File: src/rtl/guess_pkg.sv
// Shared types and helpers for the guessing-game button conditioner.
package guess_pkg;

  localparam int N_BTN = 4;

  typedef logic [N_BTN-1:0] btn_vec_t;

  typedef enum logic [1:0] {IDLE, ARM_P, HELD, ARM_R} deb_state_t;

  function automatic int unsigned count_ones(input logic [31:0] v);
    int unsigned n;
    n = 0;
    for (int i = 0; i < 32; i++) n += 32'(v[i]);
    return n;
  endfunction

endpackage

File: src/rtl/guess_btn_cond_debounce.sv
// One button channel: 2-flop synchroniser, counter debounce FSM and
// registered press/release pulses. db_next exposes the level about to load.
module btn_debounce
  import guess_pkg::*;
#(
  parameter int DEBOUNCE_CYCLES = 4
) (
  input  logic clk,
  input  logic reset,
  input  logic btn_raw,
  output logic db,
  output logic db_next,
  output logic press,
  output logic release_p
);

  localparam int CW = $clog2(DEBOUNCE_CYCLES);

  logic       s1, s2;
  deb_state_t state;
  logic [CW-1:0] cnt;
  logic       term;

  assign term = (cnt == CW'(DEBOUNCE_CYCLES - 1));

  // Level changes only on the terminal sample of an arming phase.
  assign db_next = (state == ARM_P && s2 && term) ? 1'b1 :
                   (state == ARM_R && !s2 && term) ? 1'b0 : db;

  always_ff @(posedge clk or negedge reset) begin
    if (!reset) begin
      s1        <= 1'b0;
      s2        <= 1'b0;
      state     <= IDLE;
      cnt       <= '0;
      db        <= 1'b0;
      press     <= 1'b0;
      release_p <= 1'b0;
    end else begin
      s1        <= btn_raw;
      s2        <= s1;
      db        <= db_next;
      press     <= db_next & ~db;
      release_p <= ~db_next & db;
      case (state)
        IDLE: if (s2) begin
          state <= ARM_P;
          cnt   <= CW'(1);
        end
        ARM_P: begin
          if (!s2) begin
            state <= IDLE;
            cnt   <= '0;
          end else if (term) begin
            state <= HELD;
            cnt   <= '0;
          end else begin
            cnt <= cnt + 1'b1;
          end
        end
        HELD: if (!s2) begin
          state <= ARM_R;
          cnt   <= CW'(1);
        end
        ARM_R: begin
          if (s2) begin
            state <= HELD;
            cnt   <= '0;
          end else if (term) begin
            state <= IDLE;
            cnt   <= '0;
          end else begin
            cnt <= cnt + 1'b1;
          end
        end
        default: begin
          state <= IDLE;
          cnt   <= '0;
        end
      endcase
    end
  end

endmodule

File: src/rtl/guess_btn_cond.sv
// Button front end for the guessing game: per-channel debounce plus a
// multi-press flag. Optional anti-cheat lock via GUESS_ONEHOT_LOCK_EN.
module guess_btn_cond #(
  parameter int N_BTN           = guess_pkg::N_BTN,
  parameter int DEBOUNCE_CYCLES = 4
) (
  input  logic             clk,
  input  logic             reset,
  input  logic [N_BTN-1:0] btn_raw,
  output logic [N_BTN-1:0] b,
  output logic [N_BTN-1:0] press,
  output logic [N_BTN-1:0] release_p,
  output logic             multi
);

  logic [N_BTN-1:0] db, db_next, press_raw;
  logic             multi_next;

  for (genvar i = 0; i < N_BTN; i++) begin : g_ch
    btn_debounce #(.DEBOUNCE_CYCLES(DEBOUNCE_CYCLES)) u_deb (
      .clk       (clk),
      .reset     (reset),
      .btn_raw   (btn_raw[i]),
      .db        (db[i]),
      .db_next   (db_next[i]),
      .press     (press_raw[i]),
      .release_p (release_p[i])
    );
  end

  assign multi_next = (guess_pkg::count_ones(32'(db_next)) >= 2);

  always_ff @(posedge clk or negedge reset) begin
    if (!reset) multi <= 1'b0;
    else        multi <= multi_next;
  end

`ifdef GUESS_ONEHOT_LOCK_EN
  // Any press landing while multi is high is swallowed, so a button
  // uncovered by another's release never produces a late press.
  logic [N_BTN-1:0] b_lock;

  always_ff @(posedge clk or negedge reset) begin
    if (!reset) b_lock <= '0;
    else        b_lock <= multi_next ? '0 : db_next;
  end

  assign b     = b_lock;
  assign press = press_raw & ~{N_BTN{multi}};
`else
  assign b     = db;
  assign press = press_raw;
`endif

endmodule

File: config.mk
export PLATFORM = sky130hd
export DESIGN_NAME = guess_btn_cond
export DESIGN_NICKNAME = d
export VERILOG_FILES = /design/src/rtl/guess_pkg.sv /design/src/rtl/guess_btn_cond_debounce.sv /design/src/rtl/guess_btn_cond.sv
export SDC_FILE = /design/constraint.sdc
export NUM_CORES = 1
export LEC_CHECK = 0
export ABC_CLOCK_PERIOD_IN_PS = 2900
export CAP_MARGIN = 10
export CORE_UTILIZATION = 54
export CTS_CLUSTER_SIZE = 24
export DETAILED_ROUTE_END_ITERATION = 16
export DONT_BUFFER_PORTS = 1
export PLACE_DENSITY_LB_ADDON = 0.25
export SLEW_MARGIN = 20
export SYNTH_ARGS = -nofsm -noshare
export SYNTH_HDL_FRONTEND = slang
export SYNTH_SLANG_ARGS = --single-unit
File: constraint.sdc
create_clock -name clk -period 2.9 [get_ports clk]
set_clock_uncertainty 0.15 [all_clocks]
set_input_delay 0.58 -clock clk [delete_from_list [all_inputs] [get_ports clk]]
set_output_delay 0.58 -clock clk [all_outputs]
set_load 0.01 [all_outputs]
=== Yosys cells after proc, flatten, opt, wreduce, memory -nomap -nowiden ===
Cells that the tools add are included.

* $add $sub $neg: 7
* Magnitude comparators: 1
* Equality and inequality tests: 32
* Multiplexer cells: 56
* Bitwise operators: 16
* Reductions and logical operators: 32

{| class="wikitable"
|+ Operator list
! operator !! count
|-
| 2-to-1 mux 2 bit || 40
|-
| one-hot mux 2 bit (4 select lines) || 8
|-
| == test 2 bit (second input constant) || 12
|-
| logical AND 1 bit || 16
|-
| AND reduction 4 bit || 4
|-
| != test 3 x 1 -> 1 bit (second input constant) || 4
|-
| != test 3 bit (second input constant) || 4
|-
| adder 2 x 1 -> 2 bit (second input constant) || 4
|-
| AND 1 bit || 8
|-
| == test 2 x 1 -> 1 bit (second input constant) || 4
|-
| logical NOT 2 bit || 4
|-
| 2-to-1 mux 1 bit || 8
|-
| != test 2 x 1 -> 1 bit (second input constant) || 4
|-
| != test 2 bit (second input constant) || 4
|-
| NOT 1 bit || 8
|-
| AND reduction 2 bit || 4
|-
| adder 3 x 1 -> 4 bit || 1
|-
| greater-or-equal comparator 4 x 2 -> 1 bit (second input constant) || 1
|-
| logical NOT 1 bit || 4
|-
| adder 2 x 1 -> 3 bit || 1
|-
| adder 1 x 1 -> 2 bit || 1
|}

* Flip-flop bits (word level): 37
* Word-level logic and storage cells: 173

=== Logic depth before layout (Yosys ltp) ===
Gate-level depths: netlist of the first run.

* Word-level depth: 9
* Mapped depth: 7
* Mapped depth without buffers: 7

=== Cells and area by module ===
From an unflattened synthesis of the first run, not the netlist that was laid out.

* Cells, all modules: 111
* Area, all modules: 1,375.1 um2

{| class="wikitable"
|+ By module, submodules not included
! module !! times used !! cells an instance !! area an instance (um2) !! sequential area each (um2)
|-
| btn_debounce || 4 || 26 || 326.6 || 225.2
|-
| guess_btn_cond || 1 || 7 || 68.8 || 25.0
|}

=== Least setup slack after synthesis of the first run ===
Ideal clock, no wire load.

* Path type: reg2reg
* Start point: register g_ch[1].u_deb.cnt[0]
* End point: register multi
* Setup time: 0.092 ns
* Arrival: 1.785 ns
* Required time: 2.658 ns
* Slack: 0.873 ns
* Stages on the path, launching flop included: 8
* Cells stage by stage: dfrtp_1 -> ha_1 -> nand2_1 -> o21bai_1 -> a22o_1 -> fa_1 -> inv_1 -> o31ai_2

* Cells in the longest elaborated chain, start to end: 8

{| class="wikitable"
|+ Ends and longest elaborated chain
! element !! RTL line !! text
|-
| from (decl) || guess_btn_cond_debounce.sv:21 || <nowiki>logic [CW-1:0] cnt;</nowiki>
|-
| from (signal assigned) || guess_btn_cond_debounce.sv:58 || <nowiki>cnt <= cnt + 1'b1;</nowiki>
|-
| from (signal assigned) || guess_btn_cond_debounce.sv:73 || <nowiki>cnt <= cnt + 1'b1;</nowiki>
|-
| == test 2 bit * || guess_btn_cond_debounce.sv:24 || <nowiki>assign term = (cnt == CW'(DEBOUNCE_CYCLES - 1));</nowiki>
|-
| logical AND 1 bit || guess_btn_cond_debounce.sv:28 || <nowiki>(state == ARM_R && !s2 && term) ? 1'b0 : db;</nowiki>
|-
| 2-to-1 mux 1 bit || guess_btn_cond_debounce.sv:28 ||
|-
| 2-to-1 mux 1 bit * || guess_btn_cond_debounce.sv:27 || <nowiki>assign db_next = (state == ARM_P && s2 && term) ? 1'b1 :</nowiki>
|-
| via g_ch[1].u_deb.db_next || guess_btn_cond_debounce.sv:12 || <nowiki>output logic db_next,</nowiki>
|-
| adder 1 x 1 -> 2 bit * || guess_pkg.sv:13 || <nowiki>for (int i = 0; i < 32; i++) n += 32'(v[i]);</nowiki>
|-
| adder 2 x 1 -> 3 bit * || guess_pkg.sv:13 ||
|-
| adder 3 x 1 -> 4 bit * || guess_pkg.sv:13 ||
|-
| greater-or-equal comparator 4 x 2 -> 1 bit * || guess_btn_cond.sv:31 || <nowiki>assign multi_next = (guess_pkg::count_ones(32'(db_next)) >= 2);</nowiki>
|-
| via multi_next || guess_btn_cond.sv:17 || <nowiki>logic multi_next;</nowiki>
|-
| to (signal assigned) || guess_btn_cond.sv:35 || <nowiki>else multi <= multi_next;</nowiki>
|-
| to (decl) || guess_btn_cond.sv:13 || <nowiki>output logic multi</nowiki>
|}

Mark *: on every way through the listed nets, which the timed path passes. The rest lies on a longest branch.
A chain may end at the register's enable or synchronous reset.

=== Final worst setup path of the first run ===
Same ends and word-level chain as after synthesis.

==> reports/qor.yml, run 1 <==
path_class: "register to register"
ant_nets: 0
instances_no_fill: 142
antenna_found_initial: 0
portBuffers: 0
endpoint_kind: "register"
grt_pass1_vias: 757
start_util_pct: 58.60
grt_overflow: 0
period_share_pct: 73.04
cts_tree: "built"
seq_area_frac_synth_pct: 62.08
dp_cells: 132
routed-wl-met2_um: 951
most-common-layout-cells: "37 x dfrtp_1, 8 x nand3_1, 5 x clkbuf_4"
wl_met3_um: 106
diodes: 0
ys.flop_type: "dfrtp_1"
required_ns: 3.00
p_clk_share_pct: 26.1
grt_setup_unrepaired: "false"
maxSlewViolCount: 0
seq_power_share_pct: 54.6
fmax_mhz: 472.1
rows: 18
first_pass_iters: 4
area_growth_pct: 4.195
synth_warnings: 0
syn-num-nets: 125
finalSetupViolations: 0
worst_pin_slew_ns: 0.2977
fin_crit_ns: 2.118
pin_count: 19
vdd_drop_max_mv: 0.5867
routed_wl_mm: 2.057
wire_per_inst_um: 14.49
die_y_um: 54.56
leakagePower_nw: 0.6751
grt_pass1_wl_mm: 3.332
p_sw_uw: 418.1
synthCells: 114
crit_chain: "ha_1 -> nand2_1 -> o21bai_1 -> a22o_1 -> fa_1 -> inv_1 -> o31ai_2"
async_flop_share_pct: 100.0
pwr_density_cell_nw_per_um2: 898.7
die_w_um: 54.56
hold_path_depth: 0
combPwrFrac_pct: 19.4
cts_max_level: 2
die_area_um2: 2976
r2r-start: "g_ch[1].u_deb.cnt[0]"
slowest_stage: "fa_1"
final_nets: 122
finalHoldViolCount: 0
fin_tns_setup_ns: 0
max_slew_margin_pct: 79.87
maxCapViolCount: 0
crit_path_max_fanout: 4
reg2regPathDepth: 7
ys_types: 24
viasPerCell: 5.549
drc: 0
final_util_pct: 61.06
arrival_ns: 2.22
cts_buffer_depth: 2
mostFrequentLayoutCell: "dfrtp_1"
syn_area_per_cell_um2: 13.08
core_um2: 2545
hpwlAfterDp_mm: 1.398
clock-sinks: 37
gp_congestion: 0.7222
top_layer: "met4"
switching_share_pct: 29.94
drive_gt1_share_pct: 9.821
cts_root_buffer: "clkbuf_4"
clk_latency_ns: 0.33
ys_seq_elements: 37
path_clk_slew_ns: 0.11
critPathLaunch: "g_ch[1].u_deb.cnt[0]"
cts_buffers: 5
synth_enable_flop_cells: 0
cellInternalPower_uw: 978.5
startpoint_type: "register"
drt_iter0_markers: 14
syn_area_um2: 1491
wl_met1_um: 983
hold_start: "btn_raw[0]"
outcome: "finished clean"
min-delay-path-class: "input port to register"
gr-usage-all-layers_pct: 16.93
cpPeakStageDelay_ns: 0.53
via_count: 788
grt_max_degree: 38
==> Yosys cell counts, drive strengths merged (4+ instances only) <==
master	instances	area (µm²)
and2	4	25.02
buf	12	90.09
dfrtp	37	925.9
ha	4	50.05
mux2	4	45.04
nand2	4	17.52
nand2b	4	27.53
nand3	8	40.04
nor3b	4	30.03
nor4b	4	35.03
o21ai	6	30.03
xor2	4	35.03
==> cells by family (layout without fill, tap and decap cells) <==
logic type	Yosys count	after routing	synth area share, %
buf+inv	14	12	6.544
flops	37	37	62.08
simple gates	31	31	12.50
xor+xnor	4	4	2.349
fa+ha+maj	5	5	4.698
compound gates	19	19	8.808
mux	4	4	3.020
==> stage by stage <==
| step | hold slack, ns | instance area [µm²] | setup WS [ns] | total power, mW |
|---|---|---|---|---|
| after floorplan | 0.1344 | 1491 | 0.8733 | 0.9688 |
| after global placement | 0.1351 | 1439 | 0.8089 | 1.001 |
| after detailed placement | 0.1351 | 1439 | 0.7887 | 1.029 |
| after CTS | 0.09749 | 1554 | 0.7654 | 1.412 |
| after global routing | 0.08384 | 1554 | 0.6860 | 1.488 |
| final | 0.1157 | 1554 | 0.7819 | 1.397 |
==> metal layers <==
metal,up-vias,GRT usage (%)
li1,379,-
met4,0,7.692
met5,-,0
met3,2,7.778
met1,387,20.77
met2,20,25.41
==> worst max-delay path: cells and delay by family (launching register included) <==
| family | cells | cell delay [ns] |
|---|---|---|
| AO/OA/AOI/OAI | 3 | 0.55 |
| adder cells (fa/ha/maj) | 2 | 0.76 |
| buffers and inverters | 1 | 0.04 |
| flip-flops | 1 | 0.40 |
| AND/OR/NAND/NOR | 1 | 0.13 |
==> path summary, 6_finish.rpt <==
check | endpoint | slack (ns)
setup / recovery | multi | 0.78
hold / removal | g_ch[0].u_deb.s1 | 0.12
setup reg to reg | multi | 0.78
hold reg to reg | g_ch[1].u_deb.s2 | 0.21
max in group asynchronous | g_ch[0].u_deb.cnt[0] | 1.87
min in group asynchronous | async pin | 0.54
==> repair_timing <==
item / CTS / global route
hold endpoints to repair: 37 / 0
gates resized for setup: 0 / 0
buffers inserted: 0 / 0
hold buffers: 2 / 0
==> power groups by stage <==
stage / Sequential [mW] / Combinational, mW / Clock [mW]
floorplan: 0.734 / 0.234 / 0
global placement: 0.761 / 0.241 / 0
detailed placement: 0.769 / 0.260 / 0
CTS: 0.760 / 0.276 / 0.376
global route: 0.782 / 0.312 / 0.394
finish: 0.762 / 0.271 / 0.364
==> area by class of cell <==
type / count / area, µm²
inverters: 2 / 7.507
repair buffers: 2 / 30.03
well taps: 30 / 37.54
clock inverters: 1 / 30.03
flip-flops and latches: 37 / 925.9
clock buffers: 7 / 55.05
multi-input cells: 63 / 467.9
fillers: 196 / 991.0
(Power assumes the default switching activity.)
==> run 2, diff against run 1 <==
--- a/config.mk
+++ b/config.mk
@@ -5,7 +5,7 @@
 export SDC_FILE = /design/constraint.sdc
 export NUM_CORES = 1
 export LEC_CHECK = 0
-export ABC_CLOCK_PERIOD_IN_PS = 2900
+export ABC_CLOCK_PERIOD_IN_PS = 1900
 export CAP_MARGIN = 10
 export CORE_UTILIZATION = 54
 export CTS_CLUSTER_SIZE = 24
==> constraint.sdc (replaced) <==
create_clock -name clk -period 1.9 [get_ports clk]
set_clock_uncertainty 0.15 [all_clocks]
set_input_delay 0.38 -clock clk [delete_from_list [all_inputs] [get_ports clk]]
set_output_delay 0.38 -clock clk [all_outputs]
set_load 0.01 [all_outputs]
==> reports/qor.yml, run 2 (synthesized netlist as in run 1, its figures left out) <==
outcome: "complete, but fails checks"
violations: "negative setup slack"
start_util_pct: 58.60  # unchanged
min-delay-path-class: "register to register"
hold_start: "g_ch[1].u_deb.s1"
rows: 18  # unchanged
r2r-start: "g_ch[3].u_deb.cnt[1]"
fmax_mhz: 507.0  # +7.4%
fin_area_um2: 1639  # +5.5%
hpwlAfterDp_mm: 1.417  # +1.4%
r2r_end: "multi"
rrSetupSlack_ns: -0.07  # -0.85 ns
drt_iter0_markers: 6  # -8
grt_pass1_vias: 797  # +5.3%
die_w_um: 54.56  # unchanged
cts_root_buffer: "clkbuf_4"
crit_chain: "ha_2 -> nand2_2 -> o21bai_1 -> a22o_1 -> fa_1 -> inv_1 -> o31ai_2"
routed_wl_mm: 2.006  # -2.5%
vdd_drop_max_mv: 0.8191  # +40%
grt_pass1_wl_mm: 3.270  # -1.9%
mostFrequentLayoutCell: "dfrtp_1"
dp_slack_ns: -0.06458  # -0.8533 ns
cts_buffers: 5  # unchanged
slowest_stage: "fa_1"
diodes: 0  # unchanged
multiInputGateArea_um2: 483.0  # +3.2%
most-common-layout-cells: "37 x dfrtp_1, 8 x nand3_1, 8 x buf_4, 5 x clkbuf_4, 5 x dlygate4sd3_1"
clk_latency_ns: 0.32  # about the same
hold_end: "g_ch[1].u_deb.s2"
first_pass_iters: 3  # -1
cts_buffer_depth: 2  # unchanged
wire_per_inst_um: 13.11  # -9.5%
leakagePower_nw: 0.7088  # +5.0%
ant_nets: 0  # unchanged
finalHoldViolCount: 0  # unchanged
path_class: "register to register"
antenna_found_initial: 0  # unchanged
gp_congestion: 0.7634  # +5.7%
critPathLaunch: "g_ch[3].u_deb.cnt[1]"
hold_path_depth: 0  # unchanged
reg2regPathDepth: 7  # unchanged
final_nets: 134  # +9.8%
nFillCells: 189  # -3.6%
core_um2: 2545  # unchanged
grt_max_degree: 38  # unchanged
arrival_ns: 2.06  # -0.16 ns
area_growth_pct: 9.899
viasPerCell: 5.556  # +0.11%
via_count: 850  # +7.9%
clock-sinks: 37  # unchanged
postLayoutSetupSlackWorst_ns: -0.07231  # -0.8542 ns
drive_gt1_share_pct: 19.51  # +9.7 points
portBuffers: 0  # unchanged
cpPeakStageDelay_ns: 0.54  # about the same
crit_path_max_fanout: 2  # -2
finalSetupViolations: 1  # +1
holdWs_ns: 0.2047  # +0.08901 ns
die_area_um2: 2976  # unchanged
period_share_pct: 103.8  # +31 points
gr-usage-all-layers_pct: 16.86  # -0.078 points
ff_latch_area_um2: 925.9  # unchanged
cts_max_level: 2  # unchanged
worst_pin_slew_ns: 0.3088  # +0.01110 ns
cts_tree: "built"
pwr_density_cell_nw_per_um2: 1249  # +39%
max_slew_margin_pct: 79.12  # -0.75 points
maxSlewViolCount: 0  # unchanged
required_ns: 1.99  # -1.01 ns
startpoint_type: "register"
pin_count: 19  # unchanged
grt_setup_unrepaired: "true"
endpoint_kind: "register"
die_y_um: 54.56  # unchanged
path_clk_slew_ns: 0.09  # -0.02 ns
drc: 0  # unchanged
maxCapViolCount: 0  # unchanged
grt_overflow: 0  # unchanged
postPlaceCellArea_um2: 1514  # +5.2%
fin_crit_ns: 1.972  # -0.1458 ns
run 2: cell types whose count changed in the layout (fill, tap and decap cells not counted), sizes merged:
cell / previous run / this run
buf: 1 / 9
dlygate4sd3: 1 / 5
bufinv: 1 / 0
run 2: power breakdown:
| part | total, mW | switching [mW] | internal (mW) |
|---|---|---|---|
| combinational | 0.494 | 0.225 | 0.269 |
| clock | 0.397 | 0.222 | 0.175 |
| sequential | 1.16 | 0.188 | 0.968 |
| total | 2.05 | 0.636 | 1.41 |
run 2: routing by layer:
metal | track usage [%] | wire length [µm] | share of wire (%)
met5 | 0 | 0 | 0
met2 | 25.41 | 933 | 47
met1 | 19.85 | 944 | 47
met4 | 11.54 | 44 | 2.2
met3 | 6.389 | 84 | 4.2
run 2: worst max path at each step:
stage	cells after the start	end	slack [ns]
floorplan	7	multi	-0.02
global placement	7	multi	-0.03
detailed placement	7	multi	-0.06
CTS	7	multi	-0.09
global route	7	multi	-0.15
finish	7	multi	-0.07
run 2: what timing repair did:
item / in CTS / in global routing
resized for setup: 0 / 0
hold buffers: 6 / 0
buffers inserted: 0 / 0
endpoints found under the hold margin: 41 / 0
endpoints found under the setup margin: 1 / 1
pin swaps: 0 / 1
run 2: cell type report:
| class | instances | share of cell area, % |
|---|---|---|
| flip-flops and latches | 37 | 56.49 |
| inverters | 2 | 0.4580 |
| clock buffers | 7 | 3.359 |
| well taps | 30 | 2.290 |
| repair buffers | 14 | 7.939 |
| multi-input cells | 63 | 29.47 |
run 2: per-stage QoR:
| step | total power, mW | util, % | TNS, ns | std cells |
|---|---|---|---|---|
| floorplan | 1.496 | - | -0.01752 | 114 |
| global placement | 1.597 | 59.49 | -0.03404 | 140 |
| detailed placement | 1.650 | 59.49 | -0.06458 | 140 |
| CTS | 2.078 | 64.41 | -0.08680 | 153 |
| global route | 2.202 | 64.41 | -0.1469 | 153 |
| finish | 2.048 | 64.41 | -0.07231 | 153 |
run 2: worst max-delay path, delay by kind of cell (launching register included):
family / cells / cell delay (ns)
compound gates: 3 / 0.49
fa+ha+maj: 2 / 0.74
flops: 1 / 0.39
buf+inv: 1 / 0.05
simple gates: 1 / 0.07
==> run 3, diff against run 2 <==
--- a/config.mk
+++ b/config.mk
@@ -5,8 +5,8 @@
 export SDC_FILE = /design/constraint.sdc
 export NUM_CORES = 1
 export LEC_CHECK = 0
-export ABC_CLOCK_PERIOD_IN_PS = 1900
-export CAP_MARGIN = 10
+export ABC_CLOCK_PERIOD_IN_PS = 1670
+export CAP_MARGIN = 20
 export CORE_UTILIZATION = 54
 export CTS_CLUSTER_SIZE = 24
 export DETAILED_ROUTE_END_ITERATION = 16
==> constraint.sdc (replaced) <==
create_clock -name clk -period 1.67 [get_ports clk]
set_clock_uncertainty 0.15 [all_clocks]
set_input_delay 0.334 -clock clk [delete_from_list [all_inputs] [get_ports clk]]
set_output_delay 0.334 -clock clk [all_outputs]
set_load 0.01 [all_outputs]
==> reports/qor.yml, run 3 (synthesized netlist as in run 1, its figures left out) <==
outcome: "complete, but fails checks"
violations: "negative setup slack"
clk_latency_ns: 0.33  # about the same
cts_tree: "built"
rrSetupSlack_ns: -0.27  # -0.19 ns
grt_pass1_wl_mm: 3.753  # +15%
mostFrequentLayoutCell: "dfrtp_1"
cts_max_level: 2  # unchanged
vdd_drop_max_mv: 0.9980  # +22%
finalSetupViolations: 1  # unchanged
hold_end: "g_ch[0].u_deb.s2"
cts_buffer_depth: 2  # unchanged
grt_overflow: 0  # unchanged
maxSlewViolCount: 0  # unchanged
r2r_end: "multi"
fin_crit_ns: 1.936  # -0.03673 ns
crit_path_max_fanout: 2  # unchanged
grt_max_degree: 38  # unchanged
ant_nets: 0  # unchanged
cts_root_buffer: "clkbuf_4"
fmax_mhz: 516.6  # +1.9%
final_nets: 148  # +10%
nFillCells: 190  # +0.53%
path_class: "register to register"
die_area_um2: 2976  # unchanged
core_um2: 2545  # unchanged
first_pass_iters: 3  # unchanged
multiInputGateArea_um2: 483.0  # unchanged
period_share_pct: 115.9  # +12 points
maxCapViolCount: 0  # unchanged
most-common-layout-cells: "37 x dfrtp_1, 22 x buf_4, 8 x nand3_1, 5 x clkbuf_4, 5 x dlygate4sd3_1"
hold_path_depth: 0  # unchanged
cts_buffers: 5  # unchanged
viasPerCell: 5.393  # -2.9%
min-delay-path-class: "register to register"
die_w_um: 54.56  # unchanged
arrival_ns: 2.04  # -0.02 ns
drc: 0  # unchanged
diodes: 0  # unchanged
leakagePower_nw: 0.7712  # +8.8%
required_ns: 1.77  # -0.22 ns
portBuffers: 0  # unchanged
rows: 18  # unchanged
path_clk_slew_ns: 0.10  # about the same
pwr_density_cell_nw_per_um2: 1421  # +14%
final_util_pct: 68.29  # +3.9 points
routed_wl_mm: 2.243  # +12%
antenna_found_initial: 0  # unchanged
startpoint_type: "register"
worst_pin_slew_ns: 0.3065  # -0.002284 ns
reg2regPathDepth: 7  # unchanged
fin_area_um2: 1738  # +6.0%
via_count: 906  # +6.6%
holdWs_ns: 0.2085  # +0.003807 ns
gr-usage-all-layers_pct: 19.27  # +2.4 points
endpoint_kind: "register"
wire_per_inst_um: 13.35  # +1.8%
start_util_pct: 58.60  # unchanged
die_y_um: 54.56  # unchanged
p_total_mw: 2.470  # +21%
grt_pass1_vias: 917  # +15%
finalHoldViolCount: 0  # unchanged
ff_latch_area_um2: 925.9  # unchanged
r2r-start: "g_ch[3].u_deb.cnt[1]"
max_slew_margin_pct: 79.28  # +0.15 points
area_growth_pct: 16.53
dp_slack_ns: -0.3130  # -0.2484 ns
gp_congestion: 0.7568  # -0.86%
ctsResizeCount: 0  # unchanged
pin_count: 19  # unchanged
postPlaceCellArea_um2: 1589  # +5.0%
drt_iter0_markers: 4  # -2
hold_start: "g_ch[0].u_deb.s1"
grt_setup_unrepaired: "true"
postLayoutSetupSlackWorst_ns: -0.2656  # -0.1933 ns
clock-sinks: 37  # unchanged
drive_gt1_share_pct: 26.81  # +7.3 points
hpwlAfterDp_mm: 1.552  # +9.5%
run 3: changes by cell type in the layout (fill, tap and decap cells not counted):
cell / delta
clkbuf_1: +2
buf_4: +14
clkbuf_8: -1
run 3: worst max path at each step:
stage                               from     to  slack, ns  cells after the start
floorplan           g_ch[3].u_deb.cnt[0]  multi      -0.25                      7
global placement    g_ch[3].u_deb.cnt[1]  multi      -0.26                      7
detailed placement  g_ch[3].u_deb.cnt[1]  multi      -0.31                      7
CTS                 g_ch[1].u_deb.cnt[0]  multi      -0.32                      7
global route        g_ch[3].u_deb.cnt[1]  multi      -0.34                      7
finish              g_ch[3].u_deb.cnt[1]  multi      -0.27                      7
run 3: area by class of cell:
class,count,area share (%)
Sequential cell,37,53.28
Tap cell,30,2.160
Inverter,2,0.4320
Timing Repair Buffer,28,13.53
Clock buffer,8,2.808
Multi-Input combinational cell,63,27.79
run 3: critical path, cell delays in order, from the launching register on:
cell and delay, ns:
dfrtp_1 0.39, ha_2 0.20, nand2_2 0.07, o21bai_1 0.07
a22o_1 0.24, fa_1 0.54, inv_1 0.04, o31ai_2 0.15
run 3: what timing repair did:
action,in CTS,in global routing
gates cloned,0,0
setup buffers,2,2
setup endpoints to repair,1,1
endpoints found under the hold margin,41,0
pin swaps,7,5
hold buffers,6,0
run 3: where the power goes:
| part | internal (mW) | leakage (nW) | switching (mW) |
|---|---|---|---|
| clock | 0.168 | 0.0265 | 0.265 |
| sequential | 1.10 | 0.448 | 0.183 |
| combinational | 0.432 | 0.297 | 0.321 |
| total | 1.70 | 0.771 | 0.768 |
run 3: per-stage QoR:
stage                     setup TNS (ns)  instances
after floorplan                  -0.2475        114
after global placement           -0.2552        150
after detailed placement         -0.3130        150
after CTS                        -0.3161        166
after global routing             -0.3442        168
final                            -0.2656        168
run 3: per-layer routing:
layer	part of all wire (%)	GRT usage [%]	vias up
li1	-	-	430
met1	45	21.21	450
met2	49	31.30	18
met3	3.7	6.944	8
met4	2.9	12.39	0
met5	0	0	-
